===== config.mk =====
export PLATFORM = sky130hd
export DESIGN_NAME = seg_scan_scheduler_flat
export DESIGN_NICKNAME = d
export VERILOG_FILES = /design/src/rtl/seg_scan_scheduler_if.sv /design/src/rtl/seg_scan_scheduler.sv /design/src/flat_wrapper.sv
export SDC_FILE = /design/constraint.sdc
export NUM_CORES = 1
export LEC_CHECK = 0
export BUFFER_PORTS_ARGS = -buffer_cell sky130_fd_sc_hd__buf_2
export CAP_MARGIN = 20
export CORE_ASPECT_RATIO = 0.6
export CORE_MARGIN = 2
export CORE_UTILIZATION = 40
export CTS_BUF_LIST = sky130_fd_sc_hd__clkbuf_16
export CTS_CLUSTER_DIAMETER = 30
export CTS_CLUSTER_SIZE = 14
export DETAILED_ROUTE_END_ITERATION = 8
export GPL_TIMING_DRIVEN = 1
export SKIP_LAST_GASP = 1
export SLEW_MARGIN = 20
export SYNTH_ARGS = -nofsm -noshare
export SYNTH_HDL_FRONTEND = slang
export SYNTH_SLANG_ARGS = --single-unit

===== constraint.sdc =====
create_clock -name clk -period 6.3 [get_ports clk]
set_clock_uncertainty 0.1 [all_clocks]
set_input_delay 0.945 -clock clk [delete_from_list [all_inputs] [get_ports clk]]
set_output_delay 0.945 -clock clk [all_outputs]
set_load 0.005 [all_outputs]

===== src/rtl/seg_scan_scheduler_if.sv =====
// ---------------------------------------------------------------------------
// seg_scan_scheduler_if
//
// Write-request bundle shared by the two requesters (A and B) of the
// seven-segment scan scheduler.
//
// Signals (per requester x in {a, b}):
//   x_valid : requester has a write pending
//   x_idx   : target digit index 0..7
//   x_data  : {enable, hex[3:0]}
//   x_ready : combinational grant from the scheduler
//
// Modports:
//   master : requester side (drives valid/idx/data, observes ready)
//   slave  : scheduler side (observes valid/idx/data, drives ready)
// ---------------------------------------------------------------------------
interface seg_scan_scheduler_if;
  logic       a_valid;
  logic [2:0] a_idx;
  logic [4:0] a_data;
  logic       a_ready;

  logic       b_valid;
  logic [2:0] b_idx;
  logic [4:0] b_data;
  logic       b_ready;

  modport master (
    output a_valid, a_idx, a_data,
    output b_valid, b_idx, b_data,
    input  a_ready, b_ready
  );

  modport slave (
    input  a_valid, a_idx, a_data,
    input  b_valid, b_idx, b_data,
    output a_ready, b_ready
  );
endinterface


===== src/rtl/seg_scan_scheduler.sv =====
// ---------------------------------------------------------------------------
// seg_scan_scheduler
//
// Time-multiplexing controller for an 8-digit common-anode seven-segment
// display. Holds a per-digit buffer of {enable, hex} entries, scans one digit
// per SCAN_DIV cycles and blanks the first GUARD cycles of every slot to
// avoid ghosting. Two requesters share buffer write access through a
// round-robin arbiter with a valid/ready handshake.
//
// Parameters:
//   SCAN_DIV : cycles each digit is selected (4..65536)
//   GUARD    : blank cycles at the start of each slot (1..SCAN_DIV-1)
//
// Ports:
//   clk        : clock, rising edge
//   rst        : asynchronous reset, active-high
//   bus        : write-request interface (slave modport)
//   an         : digit selects, active-low, registered
//   gout       : segments {a,b,c,d,e,f,g}, active-low, registered
//   frame_tick : one-cycle pulse on the digit 7 -> digit 0 wrap, registered
// ---------------------------------------------------------------------------
module seg_scan_scheduler #(
  parameter int SCAN_DIV = 1024,
  parameter int GUARD    = 16
) (
  input  logic                  clk,
  input  logic                  rst,
  seg_scan_scheduler_if.slave   bus,
  output logic [7:0]            an,
  output logic [6:0]            gout,
  output logic                  frame_tick
);

  localparam int CW = (SCAN_DIV > 1) ? $clog2(SCAN_DIV) : 1;
  localparam logic [CW-1:0] CNT_MAX = CW'(SCAN_DIV - 1);
  localparam logic [CW-1:0] GUARD_V = CW'(GUARD);

  typedef enum logic {
    PRIO_A = 1'b0,
    PRIO_B = 1'b1
  } prio_t;

  prio_t         prio_q, prio_next;
  logic [CW-1:0] cnt_q, cnt_next;
  logic [2:0]    ptr_q, ptr_next;
  logic [4:0]    digit_q [8];

  logic          a_grant, b_grant;
  logic          wr_en;
  logic [2:0]    wr_idx;
  logic [4:0]    wr_data;
  logic [4:0]    disp_entry;
  logic          blank;
  logic          tick_next;
  logic [7:0]    an_next;
  logic [6:0]    gout_next;

  // Active-low hex font for segments {a,b,c,d,e,f,g}.
  function automatic logic [6:0] font(input logic [3:0] v);
    logic [6:0] s;
    case (v)
      4'h0:    s = 7'b0000001;
      4'h1:    s = 7'b1001111;
      4'h2:    s = 7'b0010010;
      4'h3:    s = 7'b0000110;
      4'h4:    s = 7'b1001100;
      4'h5:    s = 7'b0100100;
      4'h6:    s = 7'b0100000;
      4'h7:    s = 7'b0001111;
      4'h8:    s = 7'b0000000;
      4'h9:    s = 7'b0001100;
      4'hA:    s = 7'b0001000;
      4'hB:    s = 7'b1100000;
      4'hC:    s = 7'b1110010;
      4'hD:    s = 7'b1000010;
      4'hE:    s = 7'b0110000;
      default: s = 7'b0111000;
    endcase
    return s;
  endfunction

  // Round-robin grant: when both requesters are valid the one named by prio
  // wins; a lone requester is granted regardless of prio.
  assign a_grant = bus.a_valid & (~bus.b_valid | (prio_q == PRIO_A));
  assign b_grant = bus.b_valid & (~bus.a_valid | (prio_q == PRIO_B));
  assign bus.a_ready = a_grant;
  assign bus.b_ready = b_grant;

  // Priority next-state and the single buffer write port selected by grant.
  always_comb begin
    prio_next = prio_q;
    wr_en     = 1'b0;
    wr_idx    = bus.a_idx;
    wr_data   = bus.a_data;
    if (a_grant) begin
      prio_next = PRIO_B;
      wr_en     = 1'b1;
    end else if (b_grant) begin
      prio_next = PRIO_A;
      wr_en     = 1'b1;
      wr_idx    = bus.b_idx;
      wr_data   = bus.b_data;
    end
  end

  // Prescaler and scan pointer; the 3-bit pointer wraps naturally 7 -> 0.
  always_comb begin
    cnt_next  = cnt_q + CW'(1);
    ptr_next  = ptr_q;
    tick_next = 1'b0;
    if (cnt_q == CNT_MAX) begin
      cnt_next  = '0;
      ptr_next  = ptr_q + 3'd1;
      tick_next = (ptr_q == 3'd7);
    end
  end

  // Display decode works on post-edge state, so a write to the digit being
  // shown bypasses the buffer and appears on the same edge it is stored.
  always_comb begin
    disp_entry = digit_q[ptr_next];
    if (wr_en && (wr_idx == ptr_next)) begin
      disp_entry = wr_data;
    end
    blank     = (cnt_next < GUARD_V) || !disp_entry[4];
    an_next   = 8'hFF;
    gout_next = 7'h7F;
    if (!blank) begin
      an_next   = ~(8'b1 << ptr_next);
      gout_next = font(disp_entry[3:0]);
    end
  end

  // State and output registers, all cleared asynchronously.
  always_ff @(posedge clk or posedge rst) begin
    if (rst) begin
      cnt_q      <= '0;
      ptr_q      <= '0;
      prio_q     <= PRIO_A;
      an         <= 8'hFF;
      gout       <= 7'h7F;
      frame_tick <= 1'b0;
      for (int i = 0; i < 8; i++) begin
        digit_q[i] <= '0;
      end
    end else begin
      cnt_q      <= cnt_next;
      ptr_q      <= ptr_next;
      prio_q     <= prio_next;
      an         <= an_next;
      gout       <= gout_next;
      frame_tick <= tick_next;
      if (wr_en) begin
        digit_q[wr_idx] <= wr_data;
      end
    end
  end

endmodule

===== src/flat_wrapper.sv =====
// flat-port wrapper written by rule: the top's interface ports become plain ports
module seg_scan_scheduler_flat 
#(
  parameter int SCAN_DIV = 1024,
  parameter int GUARD    = 16
)
  (clk, rst, an, gout, frame_tick, bus_a_valid, bus_a_idx, bus_a_data, bus_b_valid, bus_b_idx, bus_b_data, bus_a_ready, bus_b_ready);
  seg_scan_scheduler_if bus_i ();
  input  logic clk;
  input  logic rst;
  output logic [7:0] an;
  output logic [6:0] gout;
  output logic frame_tick;
  input wire logic [$bits(bus_i.a_valid)-1:0] bus_a_valid;
  input wire logic [$bits(bus_i.a_idx)-1:0] bus_a_idx;
  input wire logic [$bits(bus_i.a_data)-1:0] bus_a_data;
  input wire logic [$bits(bus_i.b_valid)-1:0] bus_b_valid;
  input wire logic [$bits(bus_i.b_idx)-1:0] bus_b_idx;
  input wire logic [$bits(bus_i.b_data)-1:0] bus_b_data;
  output wire logic [$bits(bus_i.a_ready)-1:0] bus_a_ready;
  output wire logic [$bits(bus_i.b_ready)-1:0] bus_b_ready;
  assign bus_i.a_valid = bus_a_valid;
  assign bus_i.a_idx = bus_a_idx;
  assign bus_i.a_data = bus_a_data;
  assign bus_i.b_valid = bus_b_valid;
  assign bus_i.b_idx = bus_b_idx;
  assign bus_i.b_data = bus_b_data;
  assign bus_a_ready = bus_i.a_ready;
  assign bus_b_ready = bus_i.b_ready;
  seg_scan_scheduler #(.SCAN_DIV(SCAN_DIV), .GUARD(GUARD)) u_core (.clk(clk), .rst(rst), .bus(bus_i), .an(an), .gout(gout), .frame_tick(frame_tick));
endmodule

# After elaboration in Yosys (flattened, before gate mapping)
# Memories as Yosys holds them, arrays and structs flattened.
# Cells that the tools add are included.
# word_totals
regBits	70
rom_bits	112
inputBits	20
memories	1
word_cells	60
out_inout_bits	18
# mem_list
memory	depth	width	read_ports	rd_clocked_by_memory_dff	write_ports	line_no	source
(name not given)	16	7	1	0	0	seg_scan_scheduler.sv:61	case (v)
# classes
add_sub_neg	2
bitwise_logic	10
n_mux	20
reduce_logical	5
n_shift	1
order_cmp	4
n_eq_ne	3
# op_table
op	count
40-bit bitwise mux	1
5-bit two-way mux	6
5-bit binary-select mux with 3-bit select	1
5-bit demux with 3-bit select	1
10-bit by 1-bit adder with 10-bit output, second input constant	1
10-bit == test, second input constant	1
10-bit by 5-bit less-than comparator with 1-bit output, second input constant	1
10-bit two-way mux	1
3-bit two-way mux	3
4-bit greater-or-equal comparator, second input constant	2
8-bit two-way mux	1
3-bit NOT with 4-bit output	2
8-bit NOT	1
1-bit by 3-bit << shifter with 8-bit output, first input constant	1
7-bit two-way mux	1
1-bit two-way mux	5
4-bit by 1-bit less-than comparator with 1-bit output, second input constant	1
3-bit by 1-bit adder with 3-bit output, second input constant	1
3-bit == test	1
3-bit == test, second input constant	1
1-bit NOT	3
1-bit bitwise AND	2
1-bit logical AND	2
1-bit bitwise OR	2
3 further kinds	3

# Logic depth before layout (Yosys ltp)
# Gate-level depths: netlist (run 1).
# logic_depth
ltp_word	11
ltp_mapped	16
mapped_depth_nobuf	14

# Worst setup path after synthesis (run 1)
# Ideal clock, no wire load.
# synth_path
path_type	input -> register
from	input port bus_a_valid
to	register u_core.gout[3]
t_required_ns	6.109
stages	14
arrival_ns	3.447
path_slack_ns	2.663
path_buffers	2
path_cell_list	nand2b_1 -> nand2_1 -> buf_2 -> mux2i_2 -> xnor2_1 -> and3_1 -> buf_4 -> o31a_1 -> ha_1 -> inv_1 -> a41oi_1 -> o21ai_0 -> o311a_1 -> o31ai_1
# synth_via
elab_chain_cells	11
# synth_lines
element	line_no	source
from (decl)	flat_wrapper.sv:14	input wire logic [$bits(bus_i.a_valid)-1:0] bus_a_valid;
1-bit NOT	seg_scan_scheduler.sv:85	assign b_grant = bus.b_valid & (~bus.a_valid | (prio_q == PRIO_B));
1-bit bitwise OR	seg_scan_scheduler.sv:85	
1-bit bitwise AND	seg_scan_scheduler.sv:85	
3-bit two-way mux	seg_scan_scheduler.sv:98	end else if (b_grant) begin
3-bit two-way mux	seg_scan_scheduler.sv:95	if (a_grant) begin
3-bit == test	seg_scan_scheduler.sv:122	if (wr_en && (wr_idx == ptr_next)) begin
1-bit logical AND	seg_scan_scheduler.sv:122	
5-bit two-way mux *	seg_scan_scheduler.sv:122	
branches (longest 2 deep; another with memory 16 x 7 bit)	--	
7-bit two-way mux *	seg_scan_scheduler.sv:128	if (!blank) begin
via u_core.gout_next[3]	seg_scan_scheduler.sv:56	logic [6:0] gout_next;
to (signal assigned)	seg_scan_scheduler.sv:151	gout <= gout_next;
to (decl)	seg_scan_scheduler.sv:30	output logic [6:0] gout,
# Mark *: on every way through the listed nets, which the timed path passes.
# A chain may end at the register's enable or synchronous reset.

# Final worst setup path (run 1)
# layout_path
from	register u_core.cnt_q[0]
to	register u_core.gout[3]
# layout_via
elab_chain_cells	10
# layout_lines
element	line_no	source
from (decl)	seg_scan_scheduler.sv:44	logic [CW-1:0] cnt_q, cnt_next;
from (signal assigned)	seg_scan_scheduler.sv:147	cnt_q <= cnt_next;
10-bit == test *	seg_scan_scheduler.sv:111	if (cnt_q == CNT_MAX) begin
3-bit two-way mux *	seg_scan_scheduler.sv:111	
via u_core.ptr_next[2]	seg_scan_scheduler.sv:45	logic [2:0] ptr_q, ptr_next;
3-bit NOT with 4-bit output (not written as such)	seg_scan_scheduler.sv:121	disp_entry = digit_q[ptr_next];
5-bit binary-select mux with 3-bit select	seg_scan_scheduler.sv:121	
5-bit two-way mux (not written as such) (2 in series)	seg_scan_scheduler.sv:121	
5-bit two-way mux *	seg_scan_scheduler.sv:122	
branches (longest 2 deep; another with memory 16 x 7 bit)	--	
7-bit two-way mux *	seg_scan_scheduler.sv:128	
via u_core.gout_next[3]	seg_scan_scheduler.sv:56	
# Mark *: on every way through the listed nets, which the timed path passes. The select of a mux whose other input is x is not followed.

==> results of run 1 <==
## worst max-delay path: stages, from the launching register on
cell and delay (ns):
dfrtp_1 0.39, ha_1 0.23, nand3_2 0.14, nor3_4 0.66, mux2i_2 0.59, clkinv_2 0.21
a221oi_1 0.29, a22oi_1 0.16, mux2i_2 0.36, ha_1 0.27, inv_1 0.08, a41oi_1 0.15
o21ai_0 0.11, o311a_1 0.13, o31ai_1 0.24
## worst max-delay path by stage
stage                    start             end  slack (ns)  cells after the start
5_1_grt        u_core.cnt_q[0]  u_core.gout[3]        1.81                     14
4_1_cts        u_core.cnt_q[0]  u_core.gout[3]        2.14                     14
6_report       u_core.cnt_q[0]  u_core.gout[3]        2.09                     14
3_3_place_gp       bus_a_valid  u_core.gout[3]        2.15                     13
2_1_floorplan      bus_a_valid  u_core.gout[3]        2.66                     14
3_5_place_dp       bus_a_valid  u_core.gout[3]        2.03                     13
## kinds of logic after synthesis
group,after synthesis,share of synthesized area [%]
DFF,70,49.13
adders and majority gates,9,3.125
xor gates and xnor gates,8,2.153
buffers and inverters,25,3.090
muxes,23,6.875
AOI/OAI and AO/OA,105,18.96
and+or+nand+nor,120,16.67
## synthesized netlist by cell type, types with 2 or more instances
cell,count,area [µm²]
a21boi_0,4,30.03
xor2_1,2,17.52
mux2i_2,3,41.29
and4_1,2,17.52
a21oi_1,17,85.08
xnor2_1,5,43.79
nor3_1,5,25.02
nor2_1,21,78.83
nand4_1,6,37.54
buf_2,4,20.02
nand3_2,2,20.02
a221oi_1,2,17.52
nand2b_1,4,25.02
mux2_2,5,56.30
dfstp_2,15,394.1
and3_1,10,62.56
a211oi_1,7,52.55
o221ai_1,6,52.55
inv_1,14,52.55
o21ai_1,2,10.01
mux2i_1,15,150.1
nand2_1,43,161.4
and2_1,7,43.79
o31ai_1,5,37.54
nand3_1,11,55.05
o31a_1,2,17.52
or3_1,4,25.02
dfrtp_1,55,1376
o22ai_1,2,12.51
clkbuf_1,3,11.26
a31oi_1,4,25.02
ha_1,9,112.6
o21ai_0,38,190.2
## power breakdown
| group | total, W | leakage [nW] | switching (W) | internal [W] |
|---|---|---|---|---|
| clock network | 0.000451 | 0.116 | 0.000190 | 0.000262 |
| registers | 0.000631 | 0.830 | 0.0000588 | 0.000572 |
| logic | 0.000320 | 0.920 | 0.000184 | 0.000136 |
| total | 0.00140 | 1.87 | 0.000432 | 0.000969 |
## layer usage
metal | track usage [%] | share of wire (%) | vias up
met5 | 0 | 0 | -
li1 | - | - | 1400
met4 | 6.813 | 1.5 | 0
met2 | 26.15 | 38 | 90
met1 | 31.57 | 53 | 1412
met3 | 6.138 | 7.1 | 14
## stage by stage
step / total power [W] / setup WS, ns / instance area [µm²]
global route: 0.001487 / 1.810 / 4203
global placement: 0.0009495 / 2.148 / 3931
detailed placement: 0.0009533 / 2.032 / 3931
floorplan: 0.0008443 / 2.663 / 3603
CTS: 0.001410 / 2.137 / 4198
finish: 0.001401 / 2.090 / 4203
## final cells by class
| class | count | area (µm²) |
|---|---|---|
| fillers | 830 | 4418 |
| multi-input cells | 265 | 1727 |
| repair buffers | 44 | 237.7 |
| clock inverters | 7 | 41.29 |
| inverters | 16 | 61.31 |
| clock buffers | 9 | 225.2 |
| flip-flops and latches | 70 | 1770 |
| well taps | 112 | 140.1 |
## flip-flops by register name, summed over array words and instances (netlist names)
register and cells:
u_core.digit_q 40, u_core.cnt_q 10, u_core.an 8, u_core.gout 7, u_core.ptr_q 3, u_core.frame_tick 1, u_core.prio_q 1
==> flow_metrics.env, run 1 <==
export IMPL_ir_drop_mv=0.1314
export IMPL_postCtsSetupRepairBufs=0
export IMPL_relSlewSlack_pct=30.53
export IMPL_min_from="u_core.digit_q[39]"
export IMPL_firstDrtPassIters=4
export IMPL_gp_congestion=0.9304
export IMPL_leakage_nw=1.866
export IMPL_dp_hpwl_mm=6.622
export IMPL_timing_final_crit_period_ns=4.210
export IMPL_setup_viol_count_final=0
export IMPL_viasPerCell=5.576
export IMPL_slew_viol_final=0
export IMPL_yosys_warnings=0
export IMPL_netlist_area_um2=3603
export IMPL_antenna_cells=0
export IMPL_r2r_start="u_core.cnt_q[0]"
export IMPL_final_hold_viol_count=0
export IMPL_start_util_pct=41.80
export IMPL_timing_fmax_ghz=0.2375
export IMPL_die_w_um=126.5
export IMPL_io_pins=38
export IMPL_wl_per_cell_um=17.59
export IMPL_syn_avg_cell_area_um2=10.01
export IMPL_final_common_cell="dfrtp_1"
export IMPL_reg2reg_to="u_core.gout[3]"
export IMPL_antenna_left=0
export IMPL_syn_inst=360
export IMPL_grt_pass1_vias=2756
export IMPL_drt_wl_total_mm=9.199
export IMPL_start_kind="flop"
export IMPL_required_ns=6.43
export IMPL_fp_coreArea_um2=8621
export IMPL_clk_pin_slew_ns=0.06
export IMPL_min_to="u_core.digit_q[39]"
export IMPL_insertion_delay_ns=0.34
export IMPL_min_delay_path_depth=2
export IMPL_num_rows=26
export IMPL_critPathMaxFanout=17
export IMPL_ff2ff_path_depth=14
export IMPL_die_area_um2=9809
export IMPL_dp_cells=507
export IMPL_ys_flop_type="dfrtp_1"
export IMPL_post_route_util_pct=48.75
export IMPL_cts_buffers=9
export IMPL_rrSetupSlack_ns=2.09
export IMPL_drcViolationCount=0
export IMPL_ys_ff_latch=70
export IMPL_rsz0062_at_grt="false"
export IMPL_hold_path_class="reg -> reg"
export IMPL_synth_edf_count=0
export IMPL_cts_hold_buffers_added=0
export IMPL_arrival_ns=4.35
export IMPL_drive_gt1_share_pct=22.87
export IMPL_cts_tree="built"
export IMPL_async_flop_share_pct=100.0
export IMPL_mostFrequentLayoutCells="55 x dfrtp_1, 43 x nand2_1, 38 x o21ai_0, 37 x buf_2, 21 x nor2_1"
export IMPL_end_kind="flop"
export IMPL_antenna_found_initial=0
export IMPL_timing_hold_ws_ns=0.3747
export IMPL_setup_tns_ns=0
export IMPL_die_h_um=77.52
export IMPL_cts_htree_levels=3
export IMPL_period_share_pct=66.83
export IMPL_grt_overflow=0
export IMPL_drv_cap=0
export IMPL_vias=2916
export IMPL_syn_nets=389
export IMPL_syn_to_final_growth_pct=16.63
export IMPL_first_iter_violations=266
export IMPL_io_buffers=37
export IMPL_synth_cell_types=59
export IMPL_status="completed"
export IMPL_track_usage_pct=20.29
export IMPL_clock_sinks=70
export IMPL_clk_path_buf_depth=2
export IMPL_crit_type="reg -> reg"
export IMPL_stdcell_count=523
export IMPL_synth_seq_area_share_pct=49.13
export IMPL_layout_nets=435
export IMPL_grt_pass1_wl_mm=15.23
export IMPL_cts_root_buf="clkbuf_16"
export IMPL_powerDensity_nw_per_um2=333.5
export IMPL_worst_pin_slew_ns=1.034
export IMPL_grt_max_degree=71
export IMPL_cts_resized=0
Note: power is estimated with default switching activity, not from simulation.
==> inputs of run 2 (changes only) <==
==> constraint.sdc (replaced) <==
create_clock -name clk -period 4 [get_ports clk]
set_clock_uncertainty 0.1 [all_clocks]
set_input_delay 0.6 -clock clk [delete_from_list [all_inputs] [get_ports clk]]
set_output_delay 0.6 -clock clk [all_outputs]
set_load 0.005 [all_outputs]
==> run 2 against run 1 <==
Routed wire length increased by 4.3%. Non-clock buffer count up 9. Critical path depth is the same. Critical endpoint unchanged. Total power grew 73%. Sequential power grew 57%. Hold slack worse by 0.18 ns. Largest cell class unchanged. Combinational power is 61% higher. Clock power rose by 100%. Sequential share of layout area decreased by 1.4 points. Final area up 3.5%.
==> flow_metrics.env, run 2 (synthesized netlist as in run 1, its figures left out) <==
export IMPL_timing_final_crit_period_ns=3.658
export IMPL_grt_overflow=0
export IMPL_insertion_delay_ns=0.34
export IMPL_timing_hold_ws_ns=0.1926
export IMPL_fill_cells=767
export IMPL_drcViolationCount=0
export IMPL_grt_use_met1_pct=33.42
export IMPL_setup_tns_ns=0
export IMPL_wl_per_cell_um=18.04
export IMPL_syn_to_final_growth_pct=20.73
export IMPL_dp_hpwl_mm=7.018
export IMPL_period_share_pct=91.45
export IMPL_clk_path_buf_depth=2
export IMPL_leakage_nw=1.965
export IMPL_timing_fmax_ghz=0.2734
export IMPL_grt_pass1_wl_mm=15.53
export IMPL_hold_path_class="in -> async"
export IMPL_track_usage_pct=21.06
export IMPL_drv_cap=0
export IMPL_vias=2967
export IMPL_critPathMaxFanout=11
export IMPL_mostFrequentLayoutCells="55 x dfrtp_1, 43 x nand2_1, 38 x o21ai_0, 37 x buf_2, 21 x nor2_1"
export IMPL_die_h_um=77.52
export IMPL_slew_viol_final=0
export IMPL_met2_usage_pct=26.68
export IMPL_start_kind="flop"
export IMPL_grt_pass1_vias=2785
export IMPL_first_iter_violations=238
export IMPL_arrival_ns=3.79
export IMPL_drive_gt1_share_pct=25.24
export IMPL_powerDensity_nw_per_um2=557.5
export IMPL_antenna_found_initial=0
export IMPL_setup_viol_count_final=0
export IMPL_gp_congestion=0.9387
export IMPL_stdcell_count=532
export IMPL_relSlewSlack_pct=36.30
export IMPL_fp_coreArea_um2=8621
export IMPL_io_buffers=37
export IMPL_worst_pin_slew_ns=0.9482
export IMPL_top_register="u_core.digit_q"
export IMPL_cts_hold_buffers_added=0
export IMPL_num_rows=26
export IMPL_drt_wl_total_mm=9.596
export IMPL_required_ns=4.14
export IMPL_clk_pin_slew_ns=0.06
export IMPL_largest_reg_flops=40
export IMPL_die_w_um=126.5
export IMPL_layout_nets=444
export IMPL_firstDrtPassIters=5
export IMPL_cts_buffers=9
export IMPL_viasPerCell=5.577
export IMPL_grt_max_degree=46
export IMPL_antenna_cells=0
export IMPL_use_met3_pct=6.207
export IMPL_dp_cells=514
export IMPL_ir_drop_mv=0.3120
export IMPL_start_util_pct=41.80
export IMPL_cts_htree_levels=3
export IMPL_io_pins=38
export IMPL_clock_sinks=70
export IMPL_crit_type="reg -> reg"
export IMPL_cts_root_buf="clkbuf_16"
export IMPL_die_area_um2=9809
export IMPL_ff2ff_path_depth=14
export IMPL_cts_tree="built"
export IMPL_final_hold_viol_count=0
export IMPL_grt_most_used_layer="met1"
export IMPL_antenna_left=0
export IMPL_status="completed"
export IMPL_final_common_cell="dfrtp_1"
export IMPL_end_kind="flop"
export IMPL_reg_largest_list="u_core.digit_q: 40 flops, u_core.cnt_q: 10 flops, u_core.an: 8 flops"
[run 2: cell types whose count changed in the layout (fill, tap and decap cells not counted)]
cell / delta
clkinv_4: +1
xnor2_2: +1
xnor2_1: -1
bufinv_16: +3
clkinvlp_4: -2
buf_4: +9
inv_1: +1
nor3_1: +1
clkinv_1: -4
nor3_2: -1
clkinv_2: +1
[run 2: repair_timing]
action                     CTS  global route
setup endpoints to repair    0             1
gates resized for setup      0             2
setup buffers                0             2
[run 2: worst paths after layout]
kind,startpoint,end,slack [ns]
setup reg to reg,u_core.cnt_q[0],u_core.gout[3],0.34
max in group asynchronous,rst,u_core.digit_q[38],2.63
hold / removal,rst,u_core.digit_q[10],0.19
hold reg to reg,u_core.digit_q[39],u_core.digit_q[39],0.37
min in group clk,u_core.digit_q[39],u_core.digit_q[39],0.37
setup / recovery,u_core.cnt_q[0],u_core.gout[3],0.34
[run 2: routing by layer]
metal / share of wire, % / wire length, µm / vias to the layer above
li1: - / - / 1426
met1: 51 / 4939 / 1415
met2: 38 / 3669 / 115
met3: 9.0 / 861 / 11
met4: 1.3 / 125 / 0
met5: 0 / 0 / -
[run 2: metrics by stage]
step                      power (W)  area (µm²)  util, %  setup slack [ns]
after floorplan            0.001330        3603        -            0.5861
after global placement     0.001501        3984    46.21            0.4303
after detailed placement   0.001511        3984    46.21            0.2741
after CTS                  0.002441        4324    50.16            0.2420
after global routing       0.002567        4350    50.46         -0.003641
final                      0.002425        4350    50.46            0.3422
[run 2: power breakdown]
part	switching, W	leakage (nW)	internal [W]
clock	0.000310	0.167	0.000606
sequential	0.0000928	0.830	0.000900
combinational	0.000296	0.968	0.000220
total	0.000698	1.96	0.00173
[run 2: final cells by class]
type / instances / area (µm²) / area share [%]
sequential: 70 / 1770 / 40.70
tap: 112 / 140.1 / 3.221
inverter: 16 / 65.06 / 1.496
clock buffer: 9 / 225.2 / 5.177
clock inverter: 7 / 115.1 / 2.646
multi-input combinational: 265 / 1729 / 39.75
timing repair buffer: 53 / 305.3 / 7.018
[run 2: critical path, cell delays in order, from the launching register on]
cell,delay (ns)
dfrtp_1,0.40
ha_1,0.24
nand3_2,0.15
nor3_4,0.27
buf_4,0.25
mux2_2,0.38
o221ai_1,0.21
a31oi_1,0.08
o31a_1,0.36
ha_1,0.37
inv_1,0.08
a41oi_1,0.15
o21ai_0,0.12
o311a_1,0.14
o31ai_1,0.25
==> inputs of run 3 (changes only) <==
--- a/config.mk
+++ b/config.mk
@@ -9,12 +9,13 @@
 export CAP_MARGIN = 20
 export CORE_ASPECT_RATIO = 0.6
 export CORE_MARGIN = 2
-export CORE_UTILIZATION = 40
+export CORE_UTILIZATION = 53
 export CTS_BUF_LIST = sky130_fd_sc_hd__clkbuf_16
 export CTS_CLUSTER_DIAMETER = 30
 export CTS_CLUSTER_SIZE = 14
 export DETAILED_ROUTE_END_ITERATION = 8
 export GPL_TIMING_DRIVEN = 1
+export PLACE_DENSITY = 0.76
 export SKIP_LAST_GASP = 1
 export SLEW_MARGIN = 20
 export SYNTH_ARGS = -nofsm -noshare
==> constraint.sdc (replaced) <==
create_clock -name clk -period 2.9 [get_ports clk]
set_clock_uncertainty 0.1 [all_clocks]
set_input_delay 0.435 -clock clk [delete_from_list [all_inputs] [get_ports clk]]
set_output_delay 0.435 -clock clk [all_outputs]
set_load 0.005 [all_outputs]
==> run 3 against run 2 <==
Largest power group unchanged. Sequential share of layout area decreased by 6.3 points. Register-to-register slack worse by 0.79 ns. Die area decreased by 24%. Clock-buffer cell count did not move. Largest cell class is now multi-input combinational cells. The flow now finishes with violations (negative setup slack).
==> flow_metrics.env, run 3 (synthesized netlist as in run 1, its figures left out) <==
export IMPL_status="complete, but fails checks"
export IMPL_failed_checks="negative setup slack"
export IMPL_clock_sinks=70
export IMPL_end_kind="flop"
export IMPL_slew_viol_final=0
export IMPL_cts_root_buf="clkbuf_16"
export IMPL_setup_tns_ns=-1.578
export IMPL_rsz0062_at_grt="true"
export IMPL_first_iter_violations=533
export IMPL_die_w_um=110.5
export IMPL_fp_coreArea_um2=6619
export IMPL_powerDensity_nw_per_um2=697.6
export IMPL_firstDrtPassIters=6
export IMPL_p_total_w=0.003587
export IMPL_crit_type="reg -> reg"
export IMPL_setup_ws_ns=-0.4441
export IMPL_gp_congestion=0.9391
export IMPL_final_hold_viol_count=0
export IMPL_grt_pass1_wl_mm=17.82
export IMPL_final_common_cell="buf_4"
export IMPL_grt_max_degree=27
export IMPL_sw_frac_of_total_pct=34.27
export IMPL_hold_path_class="in -> async"
export IMPL_cts_tree="built"
export IMPL_track_usage_pct=31.90
export IMPL_viasPerCell=6.469
export IMPL_sequentialPowerShare_pct=38.9
export IMPL_reg_largest_list="u_core.digit_q: 40 flops, u_core.cnt_q: 10 flops, u_core.an: 8 flops"
export IMPL_drcViolationCount=0
export IMPL_start_kind="flop"
export IMPL_vias=3752
export IMPL_die_area_um2=7496
export IMPL_clkPwrFrac_pct=28.2
export IMPL_die_h_um=67.87
export IMPL_antenna_found_initial=0
export IMPL_start_util_pct=54.44
export IMPL_cts_htree_levels=3
export IMPL_clk_path_buf_depth=2
export IMPL_grt_pass1_vias=3388
export IMPL_wl_per_cell_um=22.26
export IMPL_setup_viol_count_final=8
export IMPL_p_comb_share_pct=32.9
export IMPL_arrival_ns=3.51
export IMPL_required_ns=3.06
export IMPL_switchingPower_w=0.001229
export IMPL_io_pins=38
export IMPL_top_register="u_core.digit_q"
export IMPL_clk_pin_slew_ns=0.06
export IMPL_period_share_pct=115.3
export IMPL_mostFrequentLayoutCells="77 x buf_4, 55 x dfrtp_1, 43 x nand2_1, 37 x buf_2, 36 x o21ai_0"
export IMPL_layout_nets=517
export IMPL_internal_power_w=0.002358
export IMPL_worst_pin_slew_ns=0.5682
export IMPL_cts_hold_buffers_added=0
export IMPL_antenna_cells=0
export IMPL_dp_hpwl_mm=7.874
export IMPL_num_rows=23
export IMPL_syn_to_final_growth_pct=42.71
export IMPL_largest_reg_flops=40
export IMPL_leakage_nw=2.290
export IMPL_drv_cap=0
export IMPL_grt_overflow=0
export IMPL_critPathMaxFanout=9
export IMPL_cts_buffers=9
export IMPL_timing_fmax_ghz=0.2990
export IMPL_drt_wl_total_mm=12.91
export IMPL_ir_drop_mv=0.4351
export IMPL_relSlewSlack_pct=62.06
export IMPL_drive_gt1_share_pct=42.80
export IMPL_io_buffers=37
export IMPL_timing_final_crit_period_ns=3.344
export IMPL_antenna_left=0
export IMPL_insertion_delay_ns=0.35
[run 3: final timing paths]
check | from | to | slack [ns] | cells past startpoint
min reg2reg | u_core.digit_q[27] | u_core.digit_q[27] | 0.37 | 2
max in group asynchronous | rst | u_core.gout[5] | 1.87 | 3
min in group clk | bus_b_valid | u_core.prio_q | 0.22 | 2
max | u_core.cnt_q[1] | u_core.gout[3] | -0.44 | 16
min | rst | u_core.cnt_q[2] | 0.03 | 2
max reg2reg | u_core.cnt_q[1] | u_core.gout[3] | -0.44 | 16
[run 3: repair_timing]
item                                    4_1_cts  5_1_grt
gates cloned                                  1        0
resized for setup                            18       42
pin swaps                                    13       17
endpoints found under the setup margin        7       15
buffers inserted                             10        9
[run 3: per-layer routing]
layer  track usage (%)  vias up  routed length (µm)
met4             8.750        0                 653
met3             10.36       93                1822
met1             43.24     1752                4892
met5                 0        -                   0
li1                  -     1573                   -
met2             50.46      334                5545
[run 3: stage by stage]
stage / instance area (µm²) / hold WS (ns) / cells / worst slack [ns] / utilization [%]
after global placement: 4451 / 0.3622 / 545 / -0.09652 / 67.24
final: 5142 / 0.03463 / 580 / -0.4441 / 77.69
after detailed placement: 4451 / 0.3625 / 545 / -0.2795 / 67.24
after global routing: 5142 / 0.08095 / 580 / -0.5730 / 77.69
after CTS: 4896 / 0.06257 / 572 / -0.1724 / 73.97
after floorplan: 3672 / 0.3418 / 360 / -0.2962 / -
[run 3: layout make-up]
class                           count  area (µm²)
Clock inverter                      7       41.29
Sequential cell                    70        1770
Multi-Input combinational cell    265        2016
Timing Repair Buffer              126       910.9
Clock buffer                        9       225.2
Inverter                           16       70.07
Tap cell                           87       108.9
Fill cell                         397        1476
[run 3: power by group through the flow]
stage / clock network [W] / registers, W / logic, W
2_1_floorplan: 0 / 0.00135 / 0.000516
3_3_place_gp: 0 / 0.00138 / 0.000817
3_5_place_dp: 0 / 0.00138 / 0.000862
4_1_cts: 0.000996 / 0.00137 / 0.000947
5_1_grt: 0.00107 / 0.00141 / 0.00125
6_report: 0.00101 / 0.00139 / 0.00118
[run 3: critical path: stages (launching register included)]
cell and delay, ns:
dfrtp_1 0.39, ha_4 0.18, nand3_4 0.12, nor3_4 0.16, buf_6 0.17, buf_6 0.15, mux2i_1 0.26, buf_4 0.18
a221oi_1 0.08, a22oi_1 0.25, mux2i_2 0.17, ha_4 0.33, inv_4 0.04, a41oi_2 0.17, o21ai_1 0.12, o311a_1 0.15
o31ai_2 0.24
